File: src/rtl/lc3b_types.sv
// Shared LC-3b types: bus word, write byte mask and the memory-responder FSM states.
package lc3b_types;
    typedef logic [15:0] lc3b_word;
    typedef logic [1:0]  lc3b_mem_wmask;

    typedef enum logic [1:0] {
        IDLE    = 2'd0,
        WAIT    = 2'd1,
        RESP    = 2'd2,
        RECOVER = 2'd3
    } lc3b_memresp_state;
endpackage

File: src/rtl/mem_responder_if.sv
// Initiator <-> responder memory handshake bus.
interface mem_responder_if;
    import lc3b_types::*;

    logic          mem_read;
    logic          mem_write;
    lc3b_mem_wmask mem_byte_enable;
    lc3b_word      mem_address;
    lc3b_word      mem_wdata;
    logic          mem_resp;
    lc3b_word      mem_rdata;

    modport master (
        output mem_read, mem_write, mem_byte_enable, mem_address, mem_wdata,
        input  mem_resp, mem_rdata
    );

    modport slave (
        input  mem_read, mem_write, mem_byte_enable, mem_address, mem_wdata,
        output mem_resp, mem_rdata
    );
endinterface

File: src/rtl/mem_array.sv
// Word storage built from two independent byte lanes: synchronous lane write, combinational read.
module mem_array
    import lc3b_types::*;
#(
    parameter int ADDR_WORDS_LOG2 = 8
) (
    input  logic                       clk,
    input  logic                       we_i,
    input  lc3b_mem_wmask              be_i,
    input  logic [ADDR_WORDS_LOG2-1:0] idx_i,
    input  lc3b_word                   wdata_i,
    output lc3b_word                   rdata_o
);
    localparam int DEPTH = 1 << ADDR_WORDS_LOG2;

    for (genvar b = 0; b < 2; b++) begin : g_lane
        // No reset: contents survive rst_n.
        logic [7:0] lane_q [DEPTH];

        always_ff @(posedge clk) begin
            if (we_i && be_i[b]) lane_q[idx_i] <= wdata_i[b*8 +: 8];
        end

        assign rdata_o[b*8 +: 8] = lane_q[idx_i];
    end
endmodule

File: src/rtl/mem_responder.sv
// Fixed-latency memory responder: captures one request, answers LATENCY cycles later,
// then spends one RECOVER cycle so a request still held after mem_resp is not re-accepted.
module mem_responder
    import lc3b_types::*;
#(
    parameter int LATENCY         = 3,  // 1..15
    parameter int ADDR_WORDS_LOG2 = 8
) (
    input  logic            clk,
    input  logic            rst_n,
    mem_responder_if.slave  bus,
    output logic            busy,
    output logic            proto_err
);
    localparam logic [3:0] CNT_LOAD = 4'(LATENCY - 1);

    lc3b_memresp_state          state_q, state_d;
    logic [3:0]                 cnt_q, cnt_d;
    logic [ADDR_WORDS_LOG2-1:0] idx_q, idx_d;
    lc3b_word                   wdata_q, wdata_d;
    lc3b_word                   rdata_q, rdata_d;
    lc3b_mem_wmask              be_q, be_d;
    logic                       wr_q, wr_d;
    logic                       perr_q, perr_d;

    logic     req;
    logic     arr_we;
    lc3b_word arr_rdata;

    assign req = bus.mem_read | bus.mem_write;

    // Address bit 0 and bits above the storage depth are intentionally discarded.
    if (ADDR_WORDS_LOG2 < 15) begin : g_unused_hi
        logic unused_addr;
        assign unused_addr = ^{bus.mem_address[15:ADDR_WORDS_LOG2+1], bus.mem_address[0]};
    end else begin : g_unused_lo
        logic unused_addr;
        assign unused_addr = bus.mem_address[0];
    end

    always_ff @(posedge clk or negedge rst_n) begin
        if (!rst_n) begin
            state_q <= IDLE;
            cnt_q   <= '0;
            idx_q   <= '0;
            wdata_q <= '0;
            rdata_q <= '0;
            be_q    <= '0;
            wr_q    <= 1'b0;
            perr_q  <= 1'b0;
        end else begin
            state_q <= state_d;
            cnt_q   <= cnt_d;
            idx_q   <= idx_d;
            wdata_q <= wdata_d;
            rdata_q <= rdata_d;
            be_q    <= be_d;
            wr_q    <= wr_d;
            perr_q  <= perr_d;
        end
    end

    always_comb begin
        state_d = state_q;
        cnt_d   = cnt_q;
        idx_d   = idx_q;
        wdata_d = wdata_q;
        rdata_d = rdata_q;
        be_d    = be_q;
        wr_d    = wr_q;
        perr_d  = perr_q;
        unique case (state_q)
            IDLE: begin
                if (req) begin
                    idx_d   = bus.mem_address[ADDR_WORDS_LOG2:1];
                    wdata_d = bus.mem_wdata;
                    be_d    = bus.mem_byte_enable;
                    wr_d    = bus.mem_write;  // read+write together is serviced as a write
                    cnt_d   = CNT_LOAD;
                    if (bus.mem_read && bus.mem_write) perr_d = 1'b1;
                    state_d = (LATENCY == 1) ? RESP : WAIT;
                end
            end
            WAIT: begin
                if (!req) perr_d = 1'b1;
                if (cnt_q <= 4'd1) begin
                    cnt_d   = '0;
                    state_d = RESP;
                end else begin
                    cnt_d = cnt_q - 4'd1;
                end
            end
            RESP: begin
                if (!wr_q) rdata_d = arr_rdata;
                state_d = RECOVER;
            end
            RECOVER: state_d = IDLE;
            default: state_d = IDLE;
        endcase
    end

    always_comb begin
        bus.mem_resp  = 1'b0;
        bus.mem_rdata = rdata_q;
        arr_we        = 1'b0;
        busy          = (state_q != IDLE);
        proto_err     = perr_q;
        if (state_q == RESP) begin
            bus.mem_resp = 1'b1;
            arr_we       = wr_q;
            if (!wr_q) bus.mem_rdata = arr_rdata;
        end
    end

    mem_array #(
        .ADDR_WORDS_LOG2(ADDR_WORDS_LOG2)
    ) u_mem_array (
        .clk     (clk),
        .we_i    (arr_we),
        .be_i    (be_q),
        .idx_i   (idx_q),
        .wdata_i (wdata_q),
        .rdata_o (arr_rdata)
    );
endmodule

File: src/flat_wrapper.sv
// flat-port wrapper written by rule: the top's interface ports become plain ports
module mem_responder_flat import lc3b_types::*;
#(
    parameter int LATENCY         = 3,          
    parameter int ADDR_WORDS_LOG2 = 8
)
  (clk, rst_n, busy, proto_err, bus_mem_read, bus_mem_write, bus_mem_byte_enable, bus_mem_address, bus_mem_wdata, bus_mem_resp, bus_mem_rdata);
  mem_responder_if bus_i ();
  input  logic clk;
  input  logic rst_n;
  output logic busy;
  output logic proto_err;
  input wire logic [$bits(bus_i.mem_read)-1:0] bus_mem_read;
  input wire logic [$bits(bus_i.mem_write)-1:0] bus_mem_write;
  input wire logic [$bits(bus_i.mem_byte_enable)-1:0] bus_mem_byte_enable;
  input wire logic [$bits(bus_i.mem_address)-1:0] bus_mem_address;
  input wire logic [$bits(bus_i.mem_wdata)-1:0] bus_mem_wdata;
  output wire logic [$bits(bus_i.mem_resp)-1:0] bus_mem_resp;
  output wire logic [$bits(bus_i.mem_rdata)-1:0] bus_mem_rdata;
  assign bus_i.mem_read = bus_mem_read;
  assign bus_i.mem_write = bus_mem_write;
  assign bus_i.mem_byte_enable = bus_mem_byte_enable;
  assign bus_i.mem_address = bus_mem_address;
  assign bus_i.mem_wdata = bus_mem_wdata;
  assign bus_mem_resp = bus_i.mem_resp;
  assign bus_mem_rdata = bus_i.mem_rdata;
  mem_responder #(.LATENCY(LATENCY), .ADDR_WORDS_LOG2(ADDR_WORDS_LOG2)) u_core (.clk(clk), .rst_n(rst_n), .bus(bus_i), .busy(busy), .proto_err(proto_err));
endmodule
File: config.mk
export PLATFORM = sky130hd
export DESIGN_NAME = mem_responder_flat
export DESIGN_NICKNAME = d
export VERILOG_FILES = /design/src/rtl/lc3b_types.sv /design/src/rtl/mem_responder_if.sv /design/src/rtl/mem_array.sv /design/src/rtl/mem_responder.sv /design/src/flat_wrapper.sv
export SDC_FILE = /design/constraint.sdc
export NUM_CORES = 2
export LEC_CHECK = 0
export ABC_AREA = 0
export CORE_ASPECT_RATIO = 0.7
export CORE_MARGIN = 5
export CORE_UTILIZATION = 47
export CTS_BUF_LIST = sky130_fd_sc_hd__clkbuf_2
export CTS_CLUSTER_SIZE = 25
export DETAILED_ROUTE_END_ITERATION = 16
export PLACE_DENSITY_LB_ADDON = 0.1
export SLEW_MARGIN = 5
export SYNTH_ARGS = -nofsm -noshare
export SYNTH_HDL_FRONTEND = slang
export SYNTH_SLANG_ARGS = --single-unit
export TNS_END_PERCENT = 10
File: constraint.sdc
create_clock -name clk -period 5.36 [get_ports clk]
set_input_delay 1.072 -clock clk [delete_from_list [all_inputs] [get_ports clk]]
set_output_delay 1.072 -clock clk [all_outputs]
set_load 0.02 [all_outputs]
==> flow_summary.json <==
{
  "worstPathArrival_ns": 5.58,
  "routed_via_density": 6.24,
  "ys_warn_count": 0,
  "port_buffers": 48,
  "cpMostUsedCell": "buf_4",
  "syn-num-nets": 7610,
  "die_area_um2": 353000,
  "clk_pin_slew_ns": 0.12,
  "grt_pass1_wl_um": 691000,
  "synth_edf_count": 4096,
  "finalCritPeriodShare_pct": 124,
  "failed_checks": "negative setup slack",
  "grt_max_degree": 208,
  "cap_viol_max_count": 0,
  "grt_pass1_vias": 86700,
  "cp-end-kind": "output port",
  "clock-sinks": 4146,
  "startpoint_type": "register",
  "seqCellArea_um2": 124000,
  "p_leak_nw": 59.1,
  "total_power_w": 0.103,
  "place_congestion": 0.842,
  "synth_area_um2": 160000,
  "vias": 88100,
  "layout_common_cells": "edfxtp_1 (4096), clkbuf_2 (1379), mux4_2 (950)",
  "clk_path_buf_depth": 4,
  "vdd_drop_max_mv": 0.512,
  "ios": 57,
  "ys_types": 69,
  "die_y_um": 498,
  "finalHoldViolations": 0,
  "relSlewSlack_pct": 13.7,
  "async_flop_share_pct": 1.21,
  "drive_gt1_share_pct": 36.2,
  "max_stage_delay_ns": 0.51,
  "rsz0062_at_grt": "true",
  "synthCells": 7567,
  "drc": 0,
  "cp_cell_sequence": "buf_12 > buf_4 > buf_6 > buf_12 > buf_16 > buf_4 > mux4_2 > mux2i_2 > o221ai_1 > nor2_2 > nor3_1 > buf_4 > o32a_1 > buf_6",
  "status": "finished, violations left",
  "cp_slowest_cell": "mux4_2",
  "num-nets-final": 8912,
  "cts-root-buf": "clkbuf_2",
  "overflow": 0,
  "wl_per_cell_um": 35.5,
  "post-route-min-period_ns": 6.65,
  "setup_violations": 16,
  "synth_seq_cells": 4146,
  "multiInputGateArea_um2": 35000,
  "first_pass_iters": 8,
  "worst_pin_slew_ns": 1.29,
  "cts_made_buffers": 933,
  "dp_hpwl_um": 305000,
  "postRouteAntennaNets": 0,
  "tritoncts": "built",
  "crit_type": "reg -> out",
  "cp_num_buf_inv": 8,
  "start_util_pct": 47.1,
  "grtUsageTotal_pct": 28.2,
  "die_x_um": 708,
  "min_path_type": "in -> reg",
  "crit_family": "buffers and inverters",
  "yosysTopAreaCellShare_pct": 76.8,
  "drv_slew": 0,
  "synthToLayoutAreaGrowth_pct": 14.0,
  "clk_latency_ns": 2.04,
  "fp.coreArea_um2": 340000,
  "crit_fanout": 8,
  "placed_cell_area_um2": 170000,
  "antenna_found_initial": 37,
  "max_freq_mhz": 150,
  "postLayoutCellArea_um2": 182000,
  "fill_cells": 27000,
  "synth_top_area_cell": "edfxtp_1",
  "pre_cts_slack_ns": 0.0707,
  "p_per_area_nw_per_um2": 562,
  "fin_tns_setup_ns": -19.23,
  "placementRows": 179,
  "routed_wl_um": 502000,
  "drtIter0Drc": 12800,
  "syn_avg_cell_area_um2": 21.2,
  "skew_ns": 0.231,
  "layout_setup_ws_ns": -1.29,
  "final_common_cell": "edfxtp_1",
  "synthFlopType": "edfxtp_1",
  "yosysSeqAreaShare_pct": 77.6,
  "htree_levels": 6,
  "crit_required_ns": 4.29,
  "ys_top_cells_by_area": "edfxtp_1 (77%), mux4_2 (13%), nor2_1 (1.4%), mux2i_1 (1.3%), a22oi_1 (1.1%)",
  "final_core_util_pct": 53.7
}
==> path summary, 6_finish.rpt <==
path / from / endpoint / slack (ns) / cells past startpoint
max: u_core.idx_q[0] / bus_mem_rdata[6] / -1.29 / 14
min: bus_mem_address[4] / u_core.idx_q[3] / 0.29 / 3
max reg2reg: u_core.state_q[0] / u_core.u_mem_array.g_lane[1].lane_q[74][2] / 0.77 / 6
min reg2reg: u_core.proto_err / u_core.proto_err / 0.49 / 1
max in group asynchronous: rst_n / u_core.wdata_q[14] / 4.28 / 5
min in group asynchronous: rst_n / u_core.rdata_q[4] / 0.70 / 5
==> worst reg2reg max path, stage by stage (launching register included) <==
cell     delay (ns)
dfrtp_1        0.41
inv_1          0.09
ha_1           0.31
nand3_1        0.68
nor2_1         1.04
nand2_1        0.69
nor2_1         0.96
==> layer usage <==
layer / global-route usage (%) / vias up / share of wire [%]
met5: 0 / - / 0.021
met4: 8.41 / 18 / 2.9
met3: 8.16 / 805 / 12
met2: 39.4 / 5524 / 43
met1: 43.0 / 46900 / 42
li1: - / 34800 / -
==> flip-flops by register name, indices dropped and copies added, names as in the netlist <==
name / flops
u_core.u_mem_array.g_lane.lane_q: 4096
u_core.rdata_q: 16
u_core.wdata_q: 16
u_core.idx_q: 8
u_core.cnt_q: 4
u_core.be_q: 2
u_core.state_q: 2
u_core.proto_err: 1
u_core.wr_q: 1
==> area by class of cell <==
cell class	instances	area share, %
Tap cell	4525	3.10
Timing Repair Buffer	832	5.03
Antenna cell	19	0.0261
Clock inverter	261	0.711
Sequential cell	4146	68.1
Inverter	15	0.0391
Multi-Input combinational cell	2941	19.2
Clock buffer	1379	3.78
==> cell families (layout without fill, tap and decap cells) <==
kind of cell             count (synthesis)  in the layout  share of synthesized area [%]
other                                    0             19                              0
AND/OR/NAND/NOR                        995            995                           2.60
adder cells (fa/ha/maj)                  5              5                         0.0391
multiplexers                          1245           1245                           15.3
flip-flops                            4146           4146                           77.6
buffers and inverters                  480           2487                           1.45
AO/OA/AOI/OAI                          696            696                           3.02
==> cells in the mapped netlist (8+ instances only) <==
| master | instances |
|---|---|
| dfrtp_1 | 50 |
| o211ai_1 | 21 |
| mux2_2 | 94 |
| inv_1 | 11 |
| buf_2 | 110 |
| a21o_1 | 8 |
| buf_1 | 32 |
| a22oi_1 | 225 |
| nand3_1 | 56 |
| and2_1 | 16 |
| edfxtp_1 | 4096 |
| a22o_1 | 18 |
| a21oi_1 | 121 |
| nand4_1 | 11 |
| nand2_1 | 189 |
| nor2_1 | 617 |
| nor3_1 | 23 |
| o221ai_1 | 17 |
| a221oi_1 | 26 |
| nor4_1 | 17 |
| mux4_2 | 950 |
| buf_4 | 62 |
| o22ai_1 | 78 |
| a311oi_1 | 8 |
| mux2i_1 | 201 |
| clkbuf_1 | 242 |
| and3_1 | 13 |
| a2111oi_0 | 10 |
| a211oi_1 | 33 |
| buf_6 | 19 |
| a31oi_1 | 39 |
| nor2b_1 | 19 |
| o21ai_0 | 40 |
==> repair_timing <==
action | 4_1_cts | 5_1_grt
setup endpoints to repair | 16 | 16
hold endpoints to repair | 82 | 0
gates cloned | 27 | 0
hold buffers | 52 | 0
setup buffers | 91 | 28
pin swaps | 56 | 16
resized for setup | 304 | 27
==> through the flow <==
| stage | hold WS [ns] | cells |
|---|---|---|
| finish | 0.288 | 14100 |
| global route | 0.120 | 14100 |
| CTS | 0.00769 | 14100 |
| detailed placement | 0.472 | 12300 |
| global placement | 0.467 | 12300 |
| floorplan | 0.453 | 7567 |
==> where the power goes <==
part	switching (W)	internal, W	leakage (nW)	total, W
Combinational	0.0257	0.0149	15.4	0.0406
Sequential	0.00146	0.0408	37.4	0.0423
Clock	0.0125	0.00728	6.34	0.0197
Total	0.0396	0.0630	59.1	0.103
No activity file was read; power rests on OpenSTA's default activity.
